$ cat config.mk
export PLATFORM = sky130hd
export DESIGN_NAME = spi_slave_sv
export DESIGN_NICKNAME = d
export VERILOG_FILES = /design/src/rtl/spi_slave_sv.sv
export SDC_FILE = /design/constraint.sdc
export NUM_CORES = 1
export LEC_CHECK = 0
export ABC_AREA = 1
export CAP_MARGIN = 20
export CORE_MARGIN = 1.5
export CORE_UTILIZATION = 47
export DETAILED_ROUTE_END_ITERATION = 16
export PLACE_DENSITY_LB_ADDON = 0.1
export SETUP_SLACK_MARGIN = 0.3
export SYNTH_ARGS = -nofsm -noshare
export SYNTH_HDL_FRONTEND = slang
export SYNTH_SLANG_ARGS = --single-unit
$ cat constraint.sdc
create_clock -name aclk -period 1.4 [get_ports aclk]
set_input_delay 0.42 -clock aclk [delete_from_list [all_inputs] [get_ports aclk]]
set_output_delay 0.42 -clock aclk [all_outputs]
set_load 0.02 [all_outputs]
$ cat src/rtl/spi_slave_sv.sv
// -----------------------------------------------------------------------------
// spi_slave_sv
//
// SPI slave endpoint, mode 0 (CPOL=0, CPHA=0), MSB first. All SPI inputs are
// synchronised into the aclk domain and edge-detected there. Each received
// word is presented on rx_data with a one-cycle rx_valid pulse; each word to
// transmit is taken through a tx_valid/tx_ready handshake at a load point
// (CS falling, and the first SCLK falling edge after a completed word).
//
// Ports:
//   aclk          system clock
//   areset        synchronous, active-high reset
//   spi_cs        chip select from master, active low
//   spi_sclk      SPI clock from master, idle low
//   spi_mosi      master-out data
//   spi_miso      slave-out data (registered)
//   tx_data       next word to transmit
//   tx_valid      tx_data is valid
//   tx_ready      tx_data is taken this cycle (load cycles only)
//   rx_data       last complete received word
//   rx_valid      one-cycle pulse: rx_data updated
//   frame_active  slave selected and in ACTIVE
//   tx_underrun   one-cycle pulse: IDLE_WORD was loaded
//   frame_abort   one-cycle pulse: CS deasserted mid-word
// -----------------------------------------------------------------------------
module spi_slave_sv #(
    parameter int                    DATA_WIDTH  = 8,
    parameter logic [DATA_WIDTH-1:0] IDLE_WORD   = {DATA_WIDTH{1'b1}},
    parameter int                    SYNC_STAGES = 2
) (
    input  logic                  aclk,
    input  logic                  areset,
    input  logic                  spi_cs,
    input  logic                  spi_sclk,
    input  logic                  spi_mosi,
    output logic                  spi_miso,
    input  logic [DATA_WIDTH-1:0] tx_data,
    input  logic                  tx_valid,
    output logic                  tx_ready,
    output logic [DATA_WIDTH-1:0] rx_data,
    output logic                  rx_valid,
    output logic                  frame_active,
    output logic                  tx_underrun,
    output logic                  frame_abort
);

    localparam int              CNT_W    = $clog2(DATA_WIDTH);
    localparam logic [CNT_W-1:0] LAST_BIT = CNT_W'(DATA_WIDTH - 1);

    typedef enum logic {
        ST_IDLE,
        ST_ACTIVE
    } state_e;

    // Synchronisers, edge history and start-up qualification
    logic [SYNC_STAGES-1:0] cs_sync_q, sclk_sync_q, mosi_sync_q, vld_q;
    logic                   cs_hist_q, sclk_hist_q, armed_q;

    // Protocol state
    state_e                 state_q, state_d;
    logic [DATA_WIDTH-1:0]  tx_sr_q, tx_sr_d;
    logic [DATA_WIDTH-1:0]  rx_sr_q, rx_sr_d;
    logic [CNT_W-1:0]       bit_cnt_q, bit_cnt_d;
    logic                   word_done_q, word_done_d;
    logic                   rose_q, rose_d;
    logic [DATA_WIDTH-1:0]  rx_data_q, rx_data_d;
    logic                   rx_valid_q, rx_valid_d;
    logic                   underrun_q, underrun_d;
    logic                   abort_q, abort_d;
    logic                   miso_q, miso_d;
    logic                   load;

    logic cs_s, sclk_s, mosi_s;
    logic cs_fall, cs_rise, sclk_rise, sclk_fall;

    assign cs_s      = cs_sync_q[SYNC_STAGES-1];
    assign sclk_s    = sclk_sync_q[SYNC_STAGES-1];
    assign mosi_s    = mosi_sync_q[SYNC_STAGES-1];

    // armed_q blocks the artificial falling edge seen when CS is already low
    // as reset releases: a frame may only start after CS has really been high.
    assign cs_fall   = cs_hist_q & ~cs_s & armed_q;
    assign cs_rise   = ~cs_hist_q & cs_s;
    assign sclk_rise = ~sclk_hist_q & sclk_s;
    assign sclk_fall = sclk_hist_q & ~sclk_s;

    always_comb begin
        // NOTE: every variable gets a default first so no path leaves one
        // unassigned; otherwise synthesis infers a latch.
        state_d     = state_q;
        tx_sr_d     = tx_sr_q;
        rx_sr_d     = rx_sr_q;
        bit_cnt_d   = bit_cnt_q;
        word_done_d = word_done_q;
        rose_d      = rose_q;
        rx_data_d   = rx_data_q;
        rx_valid_d  = 1'b0;
        underrun_d  = 1'b0;
        abort_d     = 1'b0;
        load        = 1'b0;

        unique case (state_q)
            ST_IDLE: begin
                if (cs_fall) begin
                    state_d     = ST_ACTIVE;
                    load        = 1'b1;
                    bit_cnt_d   = '0;
                    word_done_d = 1'b0;
                    rose_d      = 1'b0;
                end
            end
            ST_ACTIVE: begin
                // cs_rise has priority; a coincident SCLK edge is dropped.
                if (cs_rise) begin
                    state_d   = ST_IDLE;
                    bit_cnt_d = '0;
                    abort_d   = (bit_cnt_q != '0);
                end else if (sclk_rise) begin
                    rx_sr_d = {rx_sr_q[DATA_WIDTH-2:0], mosi_s};
                    rose_d  = 1'b1;
                    if (bit_cnt_q == LAST_BIT) begin
                        bit_cnt_d   = '0;
                        word_done_d = 1'b1;
                        rx_data_d   = rx_sr_d;
                        rx_valid_d  = 1'b1;
                    end else begin
                        bit_cnt_d = bit_cnt_q + 1'b1;
                    end
                end else if (sclk_fall && rose_q) begin
                    if (bit_cnt_q == '0 && word_done_q) begin
                        load = 1'b1;
                    end else begin
                        tx_sr_d = {tx_sr_q[DATA_WIDTH-2:0], 1'b0};
                    end
                end
            end
            default: state_d = ST_IDLE;
        endcase

        if (load) begin
            if (tx_valid) begin
                tx_sr_d = tx_data;
            end else begin
                tx_sr_d    = IDLE_WORD;
                underrun_d = 1'b1;
            end
        end

        miso_d = (state_d == ST_ACTIVE) ? tx_sr_d[DATA_WIDTH-1] : 1'b0;
    end

    always_ff @(posedge aclk) begin
        // NOTE: non-blocking assignments here so every flop samples the values
        // from before this edge; blocking ones would make order matter.
        if (areset) begin
            cs_sync_q   <= '1;
            sclk_sync_q <= '0;
            mosi_sync_q <= '0;
            vld_q       <= '0;
            cs_hist_q   <= 1'b1;
            sclk_hist_q <= 1'b0;
            armed_q     <= 1'b0;
            state_q     <= ST_IDLE;
            tx_sr_q     <= '0;
            rx_sr_q     <= '0;
            bit_cnt_q   <= '0;
            word_done_q <= 1'b0;
            rose_q      <= 1'b0;
            rx_data_q   <= '0;
            rx_valid_q  <= 1'b0;
            underrun_q  <= 1'b0;
            abort_q     <= 1'b0;
            miso_q      <= 1'b0;
        end else begin
            cs_sync_q   <= {cs_sync_q[SYNC_STAGES-2:0], spi_cs};
            sclk_sync_q <= {sclk_sync_q[SYNC_STAGES-2:0], spi_sclk};
            mosi_sync_q <= {mosi_sync_q[SYNC_STAGES-2:0], spi_mosi};
            // vld_q marks when the last sync stage holds a real sample rather
            // than its reset value.
            vld_q       <= {vld_q[SYNC_STAGES-2:0], 1'b1};
            cs_hist_q   <= cs_s;
            sclk_hist_q <= sclk_s;
            armed_q     <= armed_q | (vld_q[SYNC_STAGES-1] & cs_s);
            state_q     <= state_d;
            tx_sr_q     <= tx_sr_d;
            rx_sr_q     <= rx_sr_d;
            bit_cnt_q   <= bit_cnt_d;
            word_done_q <= word_done_d;
            rose_q      <= rose_d;
            rx_data_q   <= rx_data_d;
            rx_valid_q  <= rx_valid_d;
            underrun_q  <= underrun_d;
            abort_q     <= abort_d;
            miso_q      <= miso_d;
        end
    end

    // tx_ready is combinational so the handshake lands in the load cycle itself.
    assign tx_ready     = load & tx_valid & ~areset;
    assign spi_miso     = miso_q;
    assign rx_data      = rx_data_q;
    assign rx_valid     = rx_valid_q;
    assign frame_active = (state_q == ST_ACTIVE);
    assign tx_underrun  = underrun_q;
    assign frame_abort  = abort_q;

endmodule

After elaboration in Yosys (flattened, before gate mapping)
Index checks and enable logic that the tools add are counted.

Mux-type cells: 31. Equal/unequal tests: 9. Bitwise operators: 19. Reduce and logical (&&, ||, !) cells: 16. Add/subtract/negate cells: 1.

Operator list (count): $mux 8 (7); $mux 1 (15); $mux 3 (4); $ne 2x2->1 const B (5); $not 1->1 (10); $and 1x1->1 (8); $pmux 1 s2 (4); $reduce_and 4->1 (2); $pmux 3 s2 (1); $reduce_and 3->1 (2); $reduce_and 5->1 (1); $ne 2x1->1 const B (2); $reduce_bool 2->1 (2); $reduce_or 2->1 (2); $reduce_or 4->1 (1); $add 3x1->3 const B (1); $eq 3x3->1 const B (1); $logic_not 3->1 (1); $ne 3x1->1 const B (1); $reduce_bool 3->1 (1); $reduce_or 3->1 (1); $logic_and 1x1->1 (2); $reduce_and 2->1 (1); $or 1x1->1 (1).

Output and inout port bits: 14. Flip-flop bits (word level): 44. Word-level logic and storage cells: 96. Input port bits: 14.

Logic depth before layout (Yosys ltp)
Gate-level depths: netlist (run 1).

Depth in word-level cells: 9. Mapped depth: 11.

Worst setup path before layout (run 1)
Ideal clock, no wire load.

Kind: register to output. Start: register state_q, in the netlist frame_active. End: output tx_ready. Path buffers: 0. Cell stages (with the launch flop): 7. Arrival time: 1343 ps. Required time: 980 ps. Setup slack: -363 ps. Cell sequence: dfxtp_1 > inv_2 > a21oi_4 > nand3_2 > nand2_2 > nand2_1 > nor2_1.

Cells in the longest elaborated chain, start to end: 4.

Ends and longest elaborated chain: start, declared (line 60) `state_e state_q, state_d;`; start signal, assigned (line 184) `state_q <= state_d;`; $not 1->1; $pmux 1 s2 * (line 102) `unique case (state_q)`; $and 1x1->1 * (2 in a row) (line 199) `assign tx_ready = load & tx_valid & ~areset;`; end, declared (line 39) `output logic tx_ready,`.

Every way passes the cells marked *; elsewhere a longest branch is shown, timed or not.

Final worst setup path (run 1)
Start: register bit_cnt_q[0]. End: output tx_ready.

Cells in the longest elaborated chain, start to end: 9.

Ends and longest elaborated chain: start, declared (line 63) `logic [CNT_W-1:0] bit_cnt_q, bit_cnt_d;`; start signal, assigned (line 187) `bit_cnt_q <= bit_cnt_d;`; $logic_not 3->1 (line 130) `if (bit_cnt_q == '0 && word_done_q) begin`; $logic_and 1x1->1 (line 130); $mux 1 (line 130); $mux 1 (line 129) `end else if (sclk_fall && rose_q) begin`; $mux 1 (line 118) `end else if (sclk_rise) begin`; $mux 1 (line 114) `if (cs_rise) begin`; $pmux 1 s2 (line 102); $and 1x1->1 (2 in a row) (line 199).

Every way passes these cells.

==> flow_summary.json, run 1 <==
{
  "clock-sinks": 44,
  "numCtsBuffers": 5,
  "nets": 316,
  "fillers": 176,
  "ctsHoldBuffers": 0,
  "synth.largest_area_cell": "dfxtp_1",
  "fin_crit_ps": 1860,
  "finalSetupViolations": 20,
  "grt_setup_unrepaired": "yes",
  "hold_viol_final": 0,
  "yosysSeqAreaShare_pct": 50.4,
  "insertion_delay_ps": 300,
  "cts_tree": "done",
  "synth_edf_count": 0,
  "synth_top_area_share_pct": 50.4,
  "synth.distinct_cells": 24,
  "slew_headroom_pct": 83.9,
  "clockRootBuffer": "clkbuf_8",
  "crit_type": "flop to primary output",
  "first_iter_violations": 118,
  "cts.path.max_buffers": 2,
  "endpoint_kind": "primary output",
  "maxCapViolations": 0,
  "wl_per_cell_um": 15.8,
  "hp-class": "flop to flop",
  "netlist_area_um2": 1750,
  "worst_slack_ps": -457,
  "grt_pass1_wl_mm": 7.18,
  "max_freq_mhz": 539,
  "tightest_slew_ps": 242,
  "multi_input_area_um2": 1110,
  "die_h_um": 64.0,
  "grt_overflow": 0,
  "path_clk_slew_ps": 80,
  "fin_util_pct": 85.7,
  "p_per_area_nw_per_um2": 787,
  "yosysWarnings": 0,
  "cp_data_required_time_ps": 980,
  "syn-num-nets": 249,
  "drive_above_1_share_pct": 57.0,
  "yosysMostFrequentCell": "nand2_1",
  "violations": "setup timing",
  "synth-seq-cells": 44,
  "status": "finished, violations left",
  "grt_pass1_vias": 1623,
  "maxSlewViolCount": 0,
  "grt_antenna_before_repair": 0,
  "dieArea_um2": 4100,
  "area_growth_pct": 68.7,
  "gp_congestion": 0.800,
  "yosys-top-cells-area": "dfxtp_1 (50%), nand2_1 (10%), nor2_1 (9.0%), inv_1 (6.0%), o21ai_0 (5.7%)",
  "worstPathArrival_ps": 1440,
  "dp.cells": 315,
  "dp_slack_ps": -690,
  "cts_max_level": 2,
  "synth_cells": 232,
  "finalPower_mw": 2.32,
  "portBuffers": 27,
  "start_util_pct": 50.8,
  "fin_skew_ps": 3.52,
  "via_count": 1745,
  "wl_mm": 5.46,
  "p_leak_nw": 1.25,
  "firstDrtPassIters": 4,
  "synthTopCellsByCount": "nand2_1 (47), dfxtp_1 (44), nor2_1 (42), inv_1 (28), o21ai_0 (20)",
  "worst_setup_path_start_kind": "flop",
  "grt_max_degree": 16,
  "fp.dieW_um": 64.0,
  "dpl.hpwl_mm": 2.33,
  "ir_worst_vdd_mv": 0.663,
  "regArea_um2": 907,
  "cp_max_fo": 2,
  "ios": 28,
  "finalCritPeriodShare_pct": 133,
  "num_rows": 21,
  "drc": 0,
  "ant_nets": 0,
  "synth-main-ff-cell": "dfxtp_1",
  "diodes": 0,
  "viasPerCell": 5.04,
  "final_cells": 346,
  "track_usage_pct": 22.6,
  "post_synth.cell_area_avg_um2": 7.54,
  "core_um2": 3440,
  "ys_async_sr_fraction_pct": 0
}
-- through the flow --
step                area [µm²]  hold WS [ps]  TNS (ps)
floorplan                 1820           388      -132
global placement          2230           391     -6800
detailed placement        2230           395     -6990
CTS                       2660           406      -437
global route              2950           420     -3780
finish                    2950           405     -2540
-- cell usage in the layout (no fill, tap or decap), types with 7 or more instances in the layout --
master	netlist	final
inv_1	28	18
o21ai_0	20	7
or2_2	8	8
dfxtp_2	0	15
nand2_1	47	23
clkdlybuf4s50_1	0	11
inv_2	2	8
nor2_1	42	26
nor2_2	2	10
nand2_2	3	19
nor2_4	1	10
o21ai_1	0	7
dfxtp_1	44	27
buf_4	1	23
buf_6	1	23
-- worst paths after layout --
kind	end	slack, ps	start	cells after the start
min	mosi_sync_q[1]	410	mosi_sync_q[0]	2
max	tx_ready	-460	bit_cnt_q[0]	9
max reg2reg	tx_sr_q[2]	-230	bit_cnt_q[0]	12
min reg2reg	mosi_sync_q[1]	410	mosi_sync_q[0]	2
-- sequential cells by signal (all words and copies together) (netlist names) --
| signal | count |
|---|---|
| armed_q | 1 |
| bit_cnt_q | 3 |
| cs_hist_q | 1 |
| cs_sync_q | 2 |
| frame_abort | 1 |
| frame_active | 1 |
| mosi_sync_q | 2 |
| rose_q | 1 |
| rx_data | 8 |
| rx_sr_q | 7 |
| rx_valid | 1 |
| sclk_hist_q | 1 |
| sclk_sync_q | 2 |
| spi_miso | 1 |
| tx_sr_q | 8 |
| tx_underrun | 1 |
| vld_q | 2 |
| word_done_q | 1 |
-- layout make-up --
type / instances / area share (%)
sequential: 44 / 30.7
timing repair buffer: 63 / 21.6
multi-input combinational: 153 / 37.6
clock inverter: 1 / 0.212
tap: 46 / 1.95
clock buffer: 7 / 2.93
inverter: 32 / 4.96
-- critical path: stages, from the launching register on --
cell	delay, ps
dfxtp_2	330
inv_2	80
ha_4	140
nand2_2	50
nor2_2	90
nand3_2	100
nand2_4	90
nand2_4	50
nor2_4	70
buf_6	110
-- per-layer routing --
metal	up-vias	global-route usage (%)	part of all wire (%)
li1	851	-	-
met1	838	27.3	41
met2	43	38.8	52
met3	13	5.63	4.1
met4	0	7.88	2.3
met5	-	0	0
-- power by group --
part / internal [mW] / leakage [nW] / switching (mW) / total [mW]
logic: 0.106 / 0.841 / 0.107 / 0.213
registers: 1.27 / 0.364 / 0.0146 / 1.28
clock network: 0.402 / 0.0488 / 0.424 / 0.826
total: 1.78 / 1.25 / 0.546 / 2.32
-- timing repair --
action | 4_1_cts | 5_1_grt
endpoints found under the hold margin | 0 | 0
setup buffers | 12 | 7
cloned | 4 | 0
setup endpoints to repair | 51 | 47
pin swaps | 26 | 23
gates resized for setup | 153 | 65
-- logic make-up after synthesis --
family          synth area share (%)
compound gates                  10.7
simple gates                    28.1
buf+inv                         8.73
flops                           50.4
fa+ha+maj                       2.15
Power figures use the tool's default switching activity.
==> run 2, diff against run 1 <==
Settings changed: CORE_UTILIZATION 47 to 52.
Clock period 1.4 ns to 2 ns, I/O delays scaled along.
==> run 2 against run 1 <==
The run still ends with setup timing left; register-to-register slack gained 640 ps; final cell count shrank 6.4%; largest cell class is now registers; via count shrank 13%; clock power shrank 47%; power shrank 38%; utilization shrank 13 points; highest routed layer unchanged.
==> flow_summary.json, run 2 (same netlist as run 1, synthesis figures left out) <==
{
  "clock-sinks": 44,
  "wl_mm": 3.40,
  "first_iter_violations": 51,
  "cts.path.max_buffers": 2,
  "ant_nets": 0,
  "cp_data_required_time_ps": 1400,
  "ctsHoldBuffers": 0,
  "endpoint_kind": "primary output",
  "crit_type": "input pin to primary output",
  "ios": 28,
  "p_per_area_nw_per_um2": 625,
  "fin_skew_ps": 13.0,
  "hold_ws_ps": 418,
  "portBuffers": 27,
  "worstPathArrival_ps": 1510,
  "slew_headroom_pct": 76.6,
  "grt_max_degree": 28,
  "maxSlewViolCount": 0,
  "viasPerCell": 4.69,
  "ir_worst_vdd_mv": 0.441,
  "dpl.hpwl_mm": 2.38,
  "holdPathStages": 2,
  "worst_setup_path_start_kind": "input pin",
  "via_count": 1518,
  "place_area_um2": 2210,
  "diodes": 0,
  "rrSetupSlack_ps": 410,
  "core_um2": 3130,
  "fp.dieW_um": 61,
  "drc": 0,
  "cp_max_fo": 2,
  "final_common_cell": "nand2_1",
  "status": "finished, violations left",
  "tightest_slew_ps": 351,
  "grt_setup_unrepaired": "yes",
  "area_growth_pct": 30.8,
  "maxCapViolations": 0,
  "reg2reg_to": "rx_data[6]",
  "firstDrtPassIters": 4,
  "dieArea_um2": 3720,
  "start_util_pct": 55.9,
  "finalCritPeriodShare_pct": 106,
  "mostFrequentLayoutCells": "nand2_1 (45), dfxtp_1 (41), nor2_1 (40)",
  "grt_pass1_wl_mm": 5.66,
  "hold_end": "mosi_sync_q[1]",
  "violations": "setup timing",
  "design_area_um2": 2290,
  "hold_start": "mosi_sync_q[0]",
  "r2r_start": "cs_hist_q",
  "drive_above_1_share_pct": 20.4,
  "finalSetupViolations": 1,
  "cts_max_level": 2,
  "clockRootBuffer": "clkbuf_4",
  "gp_congestion": 0.772,
  "grt_antenna_before_repair": 0,
  "num_rows": 20,
  "insertion_delay_ps": 370,
  "p_leak_nw": 1.08,
  "grt_overflow": 0,
  "cts_tree": "done",
  "path_clk_slew_ps": 120,
  "grt_pass1_vias": 1342,
  "track_usage_pct": 20.8,
  "cp-startpoint": "areset",
  "numCtsBuffers": 5,
  "max_freq_mhz": 473,
  "fin_crit_ps": 2110,
  "hold_viol_final": 0,
  "hp-class": "flop to flop",
  "worst_slack_ps": -113,
  "wl_per_cell_um": 10.5,
  "nets": 296,
  "die_h_um": 61,
  "r2r_cells": 8
}
[run 2: changes by cell type in the layout (fill, tap and decap cells not counted), sizes merged, moves of 2 or more]
| cell | previous run | this run |
|---|---|---|
| clkbuf | 7 | 5 |
| buf | 50 | 19 |
| clkdlybuf4s15 | 0 | 6 |
| clkdlybuf4s50 | 11 | 13 |
| dlygate4sd2 | 2 | 7 |
[run 2: what timing repair did]
action                     CTS  global route
setup endpoints to repair   14             7
pin swaps                    5             0
resized for setup           19             9
setup buffers                1             0
[run 2: worst max-delay path by stage]
stage	end	slack, ps
3_3_place_gp	tx_ready	-490
2_1_floorplan	tx_ready	290
6_report	tx_ready	-110
3_5_place_dp	tx_ready	-510
5_1_grt	tx_ready	-210
4_1_cts	tx_ready	-130
[run 2: layout make-up]
type                    instances  area, µm²
well taps                      44       55.1
clock inverters                 3       21.3
multi-input cells             151        771
flip-flops and latches         44        885
inverters                      32        121
clock buffers                   5       37.5
fillers                       259        840
repair buffers                 45        398
[run 2: per-stage QoR]
stage	setup slack, ps	utilization, %	TNS [ps]	power, mW	instances
floorplan	288	-	0	0.962	232
global placement	-491	70.7	-491	1.01	315
detailed placement	-505	70.7	-505	1.01	315
CTS	-127	72.4	-127	1.44	324
global route	-206	73.2	-206	1.49	324
finish	-113	73.2	-113	1.43	324
[run 2: per-layer routing]
layer	wire length (µm)	global-route usage, %	vias to the layer above
li1	-	-	810
met3	184	6.61	7
met2	1570	34.1	33
met1	1600	25.4	668
met4	53	8.70	0
met5	0	0	-
[run 2: worst max-delay path, stage by stage]
cell and delay [ps]:
clkdlybuf4s50_1 510, clkinv_1 130, nand2_4 110, nor2_4 30
buf_6 120
[run 2: power by group]
group / switching [mW] / internal [mW] / total [mW]
clock network: 0.297 / 0.139 / 0.436
logic: 0.0458 / 0.0524 / 0.0981
registers: 0.00620 / 0.890 / 0.896
total: 0.349 / 1.08 / 1.43
